==> src/rtl/rcpu_pkg.sv <==
// Shared RCPU definitions: ALU opcodes, requester IDs and the response payload.
// Latency: n/a (types and constants only).
// Backpressure: n/a.
package rcpu_pkg;

  localparam int XLEN     = 32;
  localparam int ALU_OP_W = 3;
  localparam int RSP_ID_W = 1;
  localparam int RSP_F_W  = XLEN;

  localparam logic [ALU_OP_W-1:0] ALU_OP_AND  = 3'b000;
  localparam logic [ALU_OP_W-1:0] ALU_OP_OR   = 3'b001;
  localparam logic [ALU_OP_W-1:0] ALU_OP_XOR  = 3'b010;
  localparam logic [ALU_OP_W-1:0] ALU_OP_NOR  = 3'b011;
  localparam logic [ALU_OP_W-1:0] ALU_OP_ADD  = 3'b100;
  localparam logic [ALU_OP_W-1:0] ALU_OP_SUB  = 3'b101;
  localparam logic [ALU_OP_W-1:0] ALU_OP_SLTU = 3'b110;
  localparam logic [ALU_OP_W-1:0] ALU_OP_SLL  = 3'b111;

  localparam logic REQ_R0 = 1'b0;
  localparam logic REQ_R1 = 1'b1;

  // Response slot occupancy.
  typedef enum logic {
    SLOT_EMPTY = 1'b0,
    SLOT_FULL  = 1'b1
  } slot_state_e;

  // Registered response payload.
  typedef struct packed {
    logic [RSP_ID_W-1:0] id;
    logic [RSP_F_W-1:0]  f;
    logic                zf;
    logic                of;
  } rsp_t;

endpackage

==> src/rtl/ALU.sv <==
// 32-bit combinational ALU: logic ops, add/sub with overflow, sltu, left shift.
// Latency: 0 cycles (purely combinational).
// Backpressure: none; outputs follow inputs.
module ALU
  import rcpu_pkg::*;
(
  input  logic [ALU_OP_W-1:0] op,
  input  logic [XLEN-1:0]     a,
  input  logic [XLEN-1:0]     b,
  output logic [XLEN-1:0]     f,
  output logic                zf,
  output logic                of
);

  logic [XLEN-1:0] b_add;
  logic [XLEN:0]   sum;

  // Shared adder (sub = a + ~b + 1), result select and flags.
  always_comb begin
    b_add = (op == ALU_OP_SUB) ? ~b : b;
    sum   = {1'b0, a} + {1'b0, b_add} + {{XLEN{1'b0}}, (op == ALU_OP_SUB)};
    f     = '0;
    of    = 1'b0;
    case (op)
      ALU_OP_AND:  f = a & b;
      ALU_OP_OR:   f = a | b;
      ALU_OP_XOR:  f = a ^ b;
      ALU_OP_NOR:  f = ~(a | b);
      ALU_OP_ADD, ALU_OP_SUB: begin
        f  = sum[XLEN-1:0];
        // Overflow uses the operand actually fed to the adder (inverted b for sub).
        of = a[XLEN-1] ^ b_add[XLEN-1] ^ sum[XLEN-1] ^ sum[XLEN];
      end
      ALU_OP_SLTU: f = {{(XLEN-1){1'b0}}, (a < b)};
      ALU_OP_SLL:  f = (|a[XLEN-1:5]) ? '0 : (b << a[4:0]);
      default:     f = '0;
    endcase
    zf = (f == '0);
  end

endmodule

==> src/rtl/alu_share_arbiter.sv <==
// Two-requester arbiter sharing one ALU; result registered into a tagged response slot.
// Latency: 1 cycle from accept edge to rsp_valid; 1 op/cycle with drain+accept overlap.
// Backpressure: readys drop while the slot is full and rsp_ready is low; rsp_* then hold.
module alu_share_arbiter
  import rcpu_pkg::*;
#(
  parameter int RR_EN = 1,
  parameter int CNT_W = 16
) (
  input  logic                clk,
  input  logic                rst,
  input  logic                r0_valid,
  output logic                r0_ready,
  input  logic [2:0]          r0_op,
  input  logic [31:0]         r0_a,
  input  logic [31:0]         r0_b,
  input  logic                r1_valid,
  output logic                r1_ready,
  input  logic [2:0]          r1_op,
  input  logic [31:0]         r1_a,
  input  logic [31:0]         r1_b,
  output logic                rsp_valid,
  input  logic                rsp_ready,
  output logic                rsp_id,
  output logic [31:0]         rsp_f,
  output logic                rsp_zf,
  output logic                rsp_of,
  output logic [CNT_W-1:0]    cnt0,
  output logic [CNT_W-1:0]    cnt1
);

  slot_state_e       state_q, state_d;
  rsp_t              rsp_q, rsp_d;
  logic              rr_ptr_q, rr_ptr_d;
  logic [CNT_W-1:0]  cnt0_q, cnt0_d;
  logic [CNT_W-1:0]  cnt1_q, cnt1_d;

  logic              can_accept;
  logic              grant0, grant1;
  logic              fire;
  logic              winner;
  logic [2:0]        alu_op;
  logic [31:0]       alu_a, alu_b, alu_f;
  logic              alu_zf, alu_of;

  // Grant: a lone requester wins; on contention rr_ptr (or r0 when fixed) decides.
  always_comb begin
    can_accept = (state_q == SLOT_EMPTY) | rsp_ready;
    if (RR_EN != 0) begin
      grant0 = r0_valid & (~r1_valid | (rr_ptr_q == REQ_R0));
      grant1 = r1_valid & (~r0_valid | (rr_ptr_q == REQ_R1));
    end else begin
      grant0 = r0_valid;
      grant1 = r1_valid & ~r0_valid;
    end
    // Readys are forced low during reset so nothing is accepted on a reset edge.
    r0_ready = grant0 & can_accept & ~rst;
    r1_ready = grant1 & can_accept & ~rst;
    fire     = r0_ready | r1_ready;
    winner   = grant1 ? REQ_R1 : REQ_R0;
  end

  // Winner mux feeding the shared ALU.
  always_comb begin
    alu_op = (winner == REQ_R1) ? r1_op : r0_op;
    alu_a  = (winner == REQ_R1) ? r1_a  : r0_a;
    alu_b  = (winner == REQ_R1) ? r1_b  : r0_b;
  end

  ALU u_alu (
    .op (alu_op),
    .a  (alu_a),
    .b  (alu_b),
    .f  (alu_f),
    .zf (alu_zf),
    .of (alu_of)
  );

  // Next state: load on fire (even while draining), empty on drain-only, else hold.
  always_comb begin
    state_d  = state_q;
    rsp_d    = rsp_q;
    rr_ptr_d = rr_ptr_q;
    cnt0_d   = cnt0_q;
    cnt1_d   = cnt1_q;
    if (fire) begin
      state_d  = SLOT_FULL;
      rsp_d.id = winner;
      rsp_d.f  = alu_f;
      rsp_d.zf = alu_zf;
      rsp_d.of = alu_of;
      rr_ptr_d = ~winner;
      if (winner == REQ_R1) begin
        cnt1_d = cnt1_q + CNT_W'(1);
      end else begin
        cnt0_d = cnt0_q + CNT_W'(1);
      end
    end else if ((state_q == SLOT_FULL) && rsp_ready) begin
      state_d = SLOT_EMPTY;
    end
  end

  // Registers with synchronous reset; a pending response is discarded on reset.
  always_ff @(posedge clk) begin
    if (rst) begin
      state_q  <= SLOT_EMPTY;
      rsp_q    <= '0;
      rr_ptr_q <= REQ_R0;
      cnt0_q   <= '0;
      cnt1_q   <= '0;
    end else begin
      state_q  <= state_d;
      rsp_q    <= rsp_d;
      rr_ptr_q <= rr_ptr_d;
      cnt0_q   <= cnt0_d;
      cnt1_q   <= cnt1_d;
    end
  end

  // Registered outputs.
  always_comb begin
    rsp_valid = (state_q == SLOT_FULL);
    rsp_id    = rsp_q.id;
    rsp_f     = rsp_q.f;
    rsp_zf    = rsp_q.zf;
    rsp_of    = rsp_q.of;
    cnt0      = cnt0_q;
    cnt1      = cnt1_q;
  end

endmodule
==> config.mk <==
export PLATFORM = sky130hd
export DESIGN_NAME = alu_share_arbiter
export DESIGN_NICKNAME = d
export VERILOG_FILES = /design/src/rtl/rcpu_pkg.sv /design/src/rtl/ALU.sv /design/src/rtl/alu_share_arbiter.sv
export SDC_FILE = /design/constraint.sdc
export NUM_CORES = 1
export LEC_CHECK = 0
export BUFFER_PORTS_ARGS = -buffer_cell sky130_fd_sc_hd__buf_4
export CAP_MARGIN = 20
export CELL_PAD_IN_SITES_DETAIL_PLACEMENT = 2
export CELL_PAD_IN_SITES_GLOBAL_PLACEMENT = 2
export CORE_UTILIZATION = 30
export DETAILED_ROUTE_END_ITERATION = 8
export MAX_ROUTING_LAYER = met4
export PLACE_DENSITY = 0.82
export REMOVE_ABC_BUFFERS = 1
export SYNTH_ARGS = -nofsm -noshare
export SYNTH_HDL_FRONTEND = slang
export SYNTH_SLANG_ARGS = --single-unit
export TNS_END_PERCENT = 50
==> constraint.sdc <==
create_clock -name clk -period 5.4 [get_ports clk]
set_clock_uncertainty 0.2 [all_clocks]
set_input_delay 0.54 -clock clk [delete_from_list [all_inputs] [get_ports clk]]
set_output_delay 0.54 -clock clk [all_outputs]
set_load 0.005 [all_outputs]
==> qor.txt, run 1 <==
r2r worst-path depth -> 21
TritonCTS clock tree -> done
final HPWL from detailed placement -> 51450 um
CTS sink cnt -> 69
Crit Reg-Reg Startpoint -> rr_ptr_q$_SDFFE_PP0N_
worst setup slack for register-to-register paths -> 240 ps
Post-Synthesis Cells -> 1582
cell depth of the worst min-delay path -> 2
unrepaired setup endpoints after global routing -> false
top cells by area in the synthesized netlist -> sky130_fd_sc_hd__ha_1 (14%), sky130_fd_sc_hd__dfxtp_1 (12%), sky130_fd_sc_hd__mux2i_1 (11%)
number of input and output port buffers inserted -> 208
root buffer cell -> sky130_fd_sc_hd__clkbuf_16
average detailed-routed wire length per instance -> 27.05 um
vertical die dimension -> 199.3 um
area of all placed cells without fillers -> 14890 um2
first-pass GRT wire length -> 94380 um
Hold Fails Final Rpt -> 0
run status -> complete, no violations
remaining global-route overflow -> 0
worst slew margin relative to its limit -> 20.07%
count of hold-fix buffers inserted at cts -> 0
maximum number of pins on one net before global-route repair -> 68
final routed wirelength across all metal layers -> 63650 um
RePlAce Congestion -> 0.9955
maximum frequency from static timing analysis -> 193.7 MHz
CTS H-Tree Depth -> 3
growth of design area from synthesis to finish -> 27.51%
final count of pins violating max slew -> 0
most frequent cells after synthesis -> sky130_fd_sc_hd__nor2_1 (145), sky130_fd_sc_hd__ha_1 (132), sky130_fd_sc_hd__nand2_1 (131), sky130_fd_sc_hd__mux2i_1 (124), sky130_fd_sc_hd__a21oi_1 (111)
wire length on met1 -> 27450 um
Leak Pwr -> 6.664 nW
maximum vdd ir drop -> 160.6 uV
DRT Pass-1 Iters -> 5
crit start category -> register
Total Neg Setup Slack -> 0 ps
row cnt -> 71
fraction of post-synthesis cell area in the top cell type by area -> 14.15%
distinct cell type count after synthesis -> 86
Boundary Pins -> 209
final critical-path share of the clock period -> 95.63%
destination of the worst register-to-register timing path -> rsp_zf$_SDFFE_PP0N_
dpl cell area -> 14380 um2
Pwr per Cell Area -> 217.3 nW/um2
met3 wire length -> 4121 um
per-cell via count in the routed design -> 5.987
endpoint arrival time on the critical path -> 5240 ps
Longest Clk Path Bufs -> 2
share of flip-flops with an asynchronous set or reset -> 0%
final layout net count -> 2110
most frequent cell after synthesis -> sky130_fd_sc_hd__nor2_1
Clk Latency, worst-skew pair -> 340 ps
remaining number of nets flagged by the antenna check after routing -> 0
number of synthesized flops with an enable pin -> 0
highest net fanout along the worst path -> 4
remaining routing DRC violations -> 0
Hold WC Path Type -> register to register
share of layout cells above drive strength 1 -> 23.13%
Synth area leader -> sky130_fd_sc_hd__ha_1
transition time of the tightest slew-check pin -> 1176 ps
antenna violations before repair -> 0
sort of element at the end of the critical path -> register
synthesized area per cell -> 7.379 um2
effective utilization at floorplan -> 30.70%
setup-violating endpoint count in the final report -> 0
number of vias after detailed routing -> 14088
count of antenna diodes in the layout -> 0
Die Span X -> 199.3 um
number of warnings issued by yosys -> 0
startpoint of the worst hold path -> rsp_id$_SDFFE_PP0N_
flops & latches, synth -> 69
wire length on met2 -> 29530 um
Post-synth top flop -> sky130_fd_sc_hd__dfxtp_1
via count of the first global-routing pass -> 14910
post-CTS clock slew at the launch and capture registers of the worst setup and hold paths -> 70 ps
Iteration-0 DRC Markers -> 790
netlist area before placement -> 11670 um2
number of buffers added by the clock tree synthesis step -> 9
Highest Signal Layer -> met4
Hold Path Sink -> rsp_id$_SDFFE_PP0N_
max-cap violation count -> 0
total routing usage reported by global routing -> 32.53%
full die area -> 39700 um2
portion of the post-synthesis area used by sequential elements -> 11.83%
Final Critical Period -> 5164 ps
required time reported for the critical path endpoint -> 5480 ps
Setup Crit Path Kind -> register to register
Filler Cells Inserted -> 4520
Core ar. -> 38020 um2
## power by group
| group | leakage (nW) | switching, mW | total [mW] | internal (mW) |
|---|---|---|---|---|
| logic | 5.95 | 1.23 | 2.03 | 0.799 |
| registers | 0.562 | 0.0205 | 0.559 | 0.538 |
| clock network | 0.147 | 0.243 | 0.645 | 0.402 |
## repair_timing
item,4_1_cts,5_1_grt
resized for setup,6,11
setup endpoints to repair,1,3
setup buffers,0,13
pin swaps,1,3
## state kept, by name (all words and copies together) (netlist names)
signal,count
cnt0,16
cnt1,16
rr_ptr_q,1
rsp_f,32
rsp_id,1
rsp_of,1
rsp_valid,1
rsp_zf,1
## cells by family after synthesis
| kind of cell | after synthesis | share of synthesized area, % |
|---|---|---|
| compound gates | 430 | 24.31 |
| flops | 69 | 11.83 |
| fa+ha+maj | 133 | 14.32 |
| buf+inv | 175 | 6.517 |
| xor+xnor | 109 | 8.178 |
| simple gates | 516 | 21.41 |
| mux | 150 | 13.43 |
## how the worst max path moves through the flow
| stage | start | to | cells past startpoint |
|---|---|---|---|
| after floorplan | r0_valid | rsp_zf$_SDFFE_PP0N_ | 18 |
| after global routing | rr_ptr_q$_SDFFE_PP0N_ | rsp_zf$_SDFFE_PP0N_ | 22 |
| after detailed placement | r0_valid | rsp_zf$_SDFFE_PP0N_ | 22 |
| after global placement | r0_valid | rsp_zf$_SDFFE_PP0N_ | 22 |
| after CTS | rr_ptr_q$_SDFFE_PP0N_ | rsp_zf$_SDFFE_PP0N_ | 22 |
| final | rr_ptr_q$_SDFFE_PP0N_ | rsp_zf$_SDFFE_PP0N_ | 21 |
## layout by cell type, fill, tap and decap left out, drive strengths merged, types with 24 or more instances in the layout
cell type / n
ha: 132
xor2: 31
nor4: 24
nand3: 51
nand2: 133
o221ai: 25
nor3: 38
a21oi: 111
nor2: 146
mux2i: 125
xnor2: 78
inv: 85
buf: 335
dfxtp: 69
o21ai: 105
## final cells by class
| type | count | area (um2) | area share, % |
|---|---|---|---|
| inverters | 85 | 319.1 | 2.143 |
| clock inverters | 6 | 88.84 | 0.5968 |
| multi-input cells | 1338 | 9666 | 64.93 |
| flip-flops and latches | 69 | 1383 | 9.288 |
| repair buffers | 335 | 2565 | 17.23 |
| well taps | 511 | 639.4 | 4.295 |
| clock buffers | 9 | 225.2 | 1.513 |
## routing by layer
| metal | vias to the layer above | global-route usage [%] |
|---|---|---|
| met1 | 7116 | 40.64 |
| met5 | - | - |
| met2 | 551 | 53.14 |
| li1 | 6295 | - |
| met4 | 0 | 11.97 |
| met3 | 126 | 4.405 |
## worst max-delay path, cell delays in order, from the launching register on
cell                       delay, ps
sky130_fd_sc_hd__dfxtp_2         410
sky130_fd_sc_hd__and2b_4         230
sky130_fd_sc_hd__nor2_4          180
sky130_fd_sc_hd__buf_4           170
sky130_fd_sc_hd__buf_4           140
sky130_fd_sc_hd__mux2i_1         290
sky130_fd_sc_hd__xnor2_1         190
sky130_fd_sc_hd__ha_1            290
sky130_fd_sc_hd__a21o_1          200
sky130_fd_sc_hd__and3_1          170
sky130_fd_sc_hd__a21oi_1         470
sky130_fd_sc_hd__a21oi_1         170
sky130_fd_sc_hd__o41ai_1         360
sky130_fd_sc_hd__buf_4           180
sky130_fd_sc_hd__o21ai_0          60
sky130_fd_sc_hd__o21ai_0         120
sky130_fd_sc_hd__xor2_1          280
sky130_fd_sc_hd__o221ai_1        170
sky130_fd_sc_hd__o21a_1          200
sky130_fd_sc_hd__nor4_2          340
sky130_fd_sc_hd__buf_4           170
sky130_fd_sc_hd__a32o_1          100
## stage by stage
stage	utilization [%]	hold slack [ps]	setup slack, ps	std cells	power [mW]
global placement	37.83	241.2	-107.8	2325	2.439
detailed placement	37.83	254.8	-229.7	2325	2.507
global route	39.15	277.7	17.66	2353	3.402
finish	39.15	257.5	236.1	2353	3.234
CTS	38.74	262.3	0.4965	2340	3.184
floorplan	-	242.2	-1341	1492	1.647
Note: power is estimated with default switching activity, not from simulation.
==> run 2, diff against run 1 <==
==> constraint.sdc (replaced) <==
create_clock -name clk -period 4.15 [get_ports clk]
set_clock_uncertainty 0.2 [all_clocks]
set_input_delay 0.415 -clock clk [delete_from_list [all_inputs] [get_ports clk]]
set_output_delay 0.415 -clock clk [all_outputs]
set_load 0.005 [all_outputs]
==> run 2 against run 1 <==
Compared with the run above: the flow now finishes with violations (setup timing); maximum frequency shrank 14%; setup slack lost 2100 ps; core utilization grew 9.9 points; sequential cell count stayed put; register-to-register slack worse by 2100 ps; sequential share of layout area shrank 1.9 points.
==> qor.txt, run 2 (synthesized netlist as in run 1, its figures left out) <==
Flop pwr share -> 12.4% (-4.9 points)
maximum number of pins on one net before global-route repair -> 58 (-15%)
number of flip-flops under the largest register name -> 32 (unchanged)
Post-Place Worst Slack -> -1287 ps (-1057 ps)
switching pwr -> 3.000 mW (+100%)
max-cap violation count -> 0 (unchanged)
internal power -> 2.908 mW (+67%)
Longest Clk Path Bufs -> 2 (unchanged)
worst setup margin -> -1822 ps (-2058 ps)
root buffer cell -> sky130_fd_sc_hd__clkbuf_16
remaining number of nets flagged by the antenna check after routing -> 0 (unchanged)
Pwr per Cell Area -> 316.8 nW/um2 (+46%)
remaining routing DRC violations -> 0 (unchanged)
endpoint arrival time on the critical path -> 6070 ps (+830 ps)
required time reported for the critical path endpoint -> 4250 ps (-1230 ps)
Filler Cells Inserted -> 4261 (-5.7%)
unrepaired setup endpoints after global routing -> true
share of layout cells above drive strength 1 -> 41.17% (+18 points)
DRT Pass-1 Iters -> 7 (+2)
transition time of the tightest slew-check pin -> 1223 ps (+46.77 ps)
row cnt -> 71 (unchanged)
crit start category -> register
sort of element at the end of the critical path -> register
number of vias after detailed routing -> 18441 (+31%)
most common library cell in the layout ignoring fill and taps -> sky130_fd_sc_hd__buf_4
tightest hold margin -> 165.6 ps (-91.92 ps)
via count of the first global-routing pass -> 19392 (+30%)
switching part of the total power -> 50.77% (+4.5 points)
Leak Pwr -> 8.615 nW (+29%)
run status -> finished with violations
setup-violating endpoint count in the final report -> 27 (+27)
Iteration-0 DRC Markers -> 1931 (+140%)
critical path's most frequent cell -> sky130_fd_sc_hd__buf_4
growth of design area from synthesis to finish -> 59.76%
total routing usage reported by global routing -> 46.69% (+14 points)
violations in the final reports -> setup timing
antenna violations before repair -> 4 (+4)
final layout net count -> 2470 (+17%)
per-cell via count in the routed design -> 6.785 (+13%)
remaining global-route overflow -> 0 (unchanged)
Clk Latency, worst-skew pair -> 360 ps (+20 ps)
effective utilization at floorplan -> 30.70% (unchanged)
number of input and output port buffers inserted -> 208 (unchanged)
commonest non-fill, non-tap cells in the layout -> sky130_fd_sc_hd__buf_4 (668), sky130_fd_sc_hd__nor2_1 (136), sky130_fd_sc_hd__ha_1 (125), sky130_fd_sc_hd__nand2_1 (122), sky130_fd_sc_hd__mux2i_1 (105)
first-pass GRT wire length -> 131900 um (+40%)
Setup Crit Path Kind -> register to register
cell with the largest stage delay on the worst path -> sky130_fd_sc_hd__nor4_2
CTS sink cnt -> 69 (unchanged)
gate family responsible for the most delay along the worst path -> simple AND/OR/NAND/NOR gates
final critical-path share of the clock period -> 143.9% (+48 points)
maximum frequency from static timing analysis -> 167.4 MHz (-14%)
TritonCTS clock tree -> done
maximum vdd ir drop -> 194.3 uV (+21%)
full die area -> 39700 um2 (unchanged)
post-CTS clock slew at the launch and capture registers of the worst setup and hold paths -> 80 ps (about the same)
CTS H-Tree Depth -> 3 (unchanged)
Cell Chain, Critical Path -> and2b_4, nor2_4, buf_6, buf_4, mux2i_1, buf_4, buf_4, inv_1, ha_1, or3_1, nor4_2, a31oi_2, o211ai_1, a31oi_2, o22ai_1, buf_4, nand3_1, nor4_2, buf_4, nand4_1, nor4_2, a32o_1
worst stage delay on the critical path -> 730 ps (+260 ps)
average detailed-routed wire length per instance -> 38.54 um (+42%)
final HPWL from detailed placement -> 62760 um (+22%)
Final Critical Period -> 5972 ps (+808.3 ps)
vertical die dimension -> 199.3 um (unchanged)
final count of pins violating max slew -> 0 (unchanged)
final routed wirelength across all metal layers -> 104700 um (+65%)
Hold Fails Final Rpt -> 0 (unchanged)
Core ar. -> 38020 um2 (unchanged)
Hold WC Path Type -> input pin to register
combinational cell fraction of total power -> 73.0% (+10 points)
Die Span X -> 199.3 um (unchanged)
Boundary Pins -> 209 (unchanged)
number of buffers added by the clock tree synthesis step -> 9 (unchanged)
highest net fanout along the worst path -> 6 (+2)
worst slew margin relative to its limit -> 16.39% (-3.7 points)
RePlAce Congestion -> 1.032 (+3.7%)
total buffers and inverters traversed by the critical path -> 7 (+3)
part of the power in the clock network -> 14.6% (-5.3 points)
-- run 2: stage by stage --
step	utilization, %	power [mW]	area [um2]	instances	TNS, ps
6_report	49.05	5.908	18650	2718	-17510
5_1_grt	49.05	5.935	18650	2718	-16720
4_1_cts	47.49	5.056	18050	2695	-3551
3_5_place_dp	44.34	3.930	16860	2650	-13760
3_3_place_gp	44.34	3.709	16860	2650	-7254
2_1_floorplan	-	2.143	11230	1492	-60820
-- run 2: cell type report --
| class | instances | area, um2 | share of cell area, % |
|---|---|---|---|
| antenna | 4 | 10.01 | 0.05367 |
| clock buffer | 10 | 239.0 | 1.281 |
| clock inverter | 6 | 70.07 | 0.3757 |
| inverter | 85 | 319.1 | 1.711 |
| multi-input combinational | 1339 | 10560 | 56.62 |
| sequential | 69 | 1385 | 7.427 |
| tap | 511 | 639.4 | 3.428 |
| timing repair buffer | 694 | 5428 | 29.10 |
-- run 2: repair_timing --
| action | 4_1_cts | 5_1_grt |
|---|---|---|
| buffers inserted | 28 | 21 |
| cloned | 3 | 0 |
| setup endpoints to repair | 27 | 28 |
| gates resized for setup | 132 | 86 |
| pin swaps | 45 | 36 |
| hold buffers | 0 | 0 |
-- run 2: power by group through the flow --
stage,combinational (mW),clock [mW],sequential (mW)
final,4.31,0.861,0.733
after global routing,4.32,0.885,0.735
after CTS,3.47,0.859,0.727
after detailed placement,3.19,0,0.740
after global placement,2.97,0,0.737
after floorplan,1.41,0,0.736
-- run 2: worst paths after layout --
path / start / end / slack (ps) / cells after the start
worst max-delay path: rr_ptr_q$_SDFFE_PP0N_ / rsp_zf$_SDFFE_PP0N_ / -1820 / 22
worst min-delay path: rst / rsp_f[10]$_SDFFE_PP0N_ / 170 / 2
worst min register to register: rsp_f[20]$_SDFFE_PP0N_ / rsp_f[20]$_SDFFE_PP0N_ / 290 / 2
worst max register to register: rr_ptr_q$_SDFFE_PP0N_ / rsp_zf$_SDFFE_PP0N_ / -1820 / 22
-- run 2: metal layers --
| layer | vias to the layer above | part of all wire [%] | global-route usage [%] | wire length, um |
|---|---|---|---|---|
| li1 | 7029 | - | - | - |
| met1 | 8997 | 35 | 49.71 | 36500 |
| met5 | - | 0 | - | 0 |
| met3 | 819 | 11 | 10.67 | 11090 |
| met2 | 1596 | 43 | 75.45 | 45360 |
| met4 | 0 | 11 | 35.58 | 11790 |
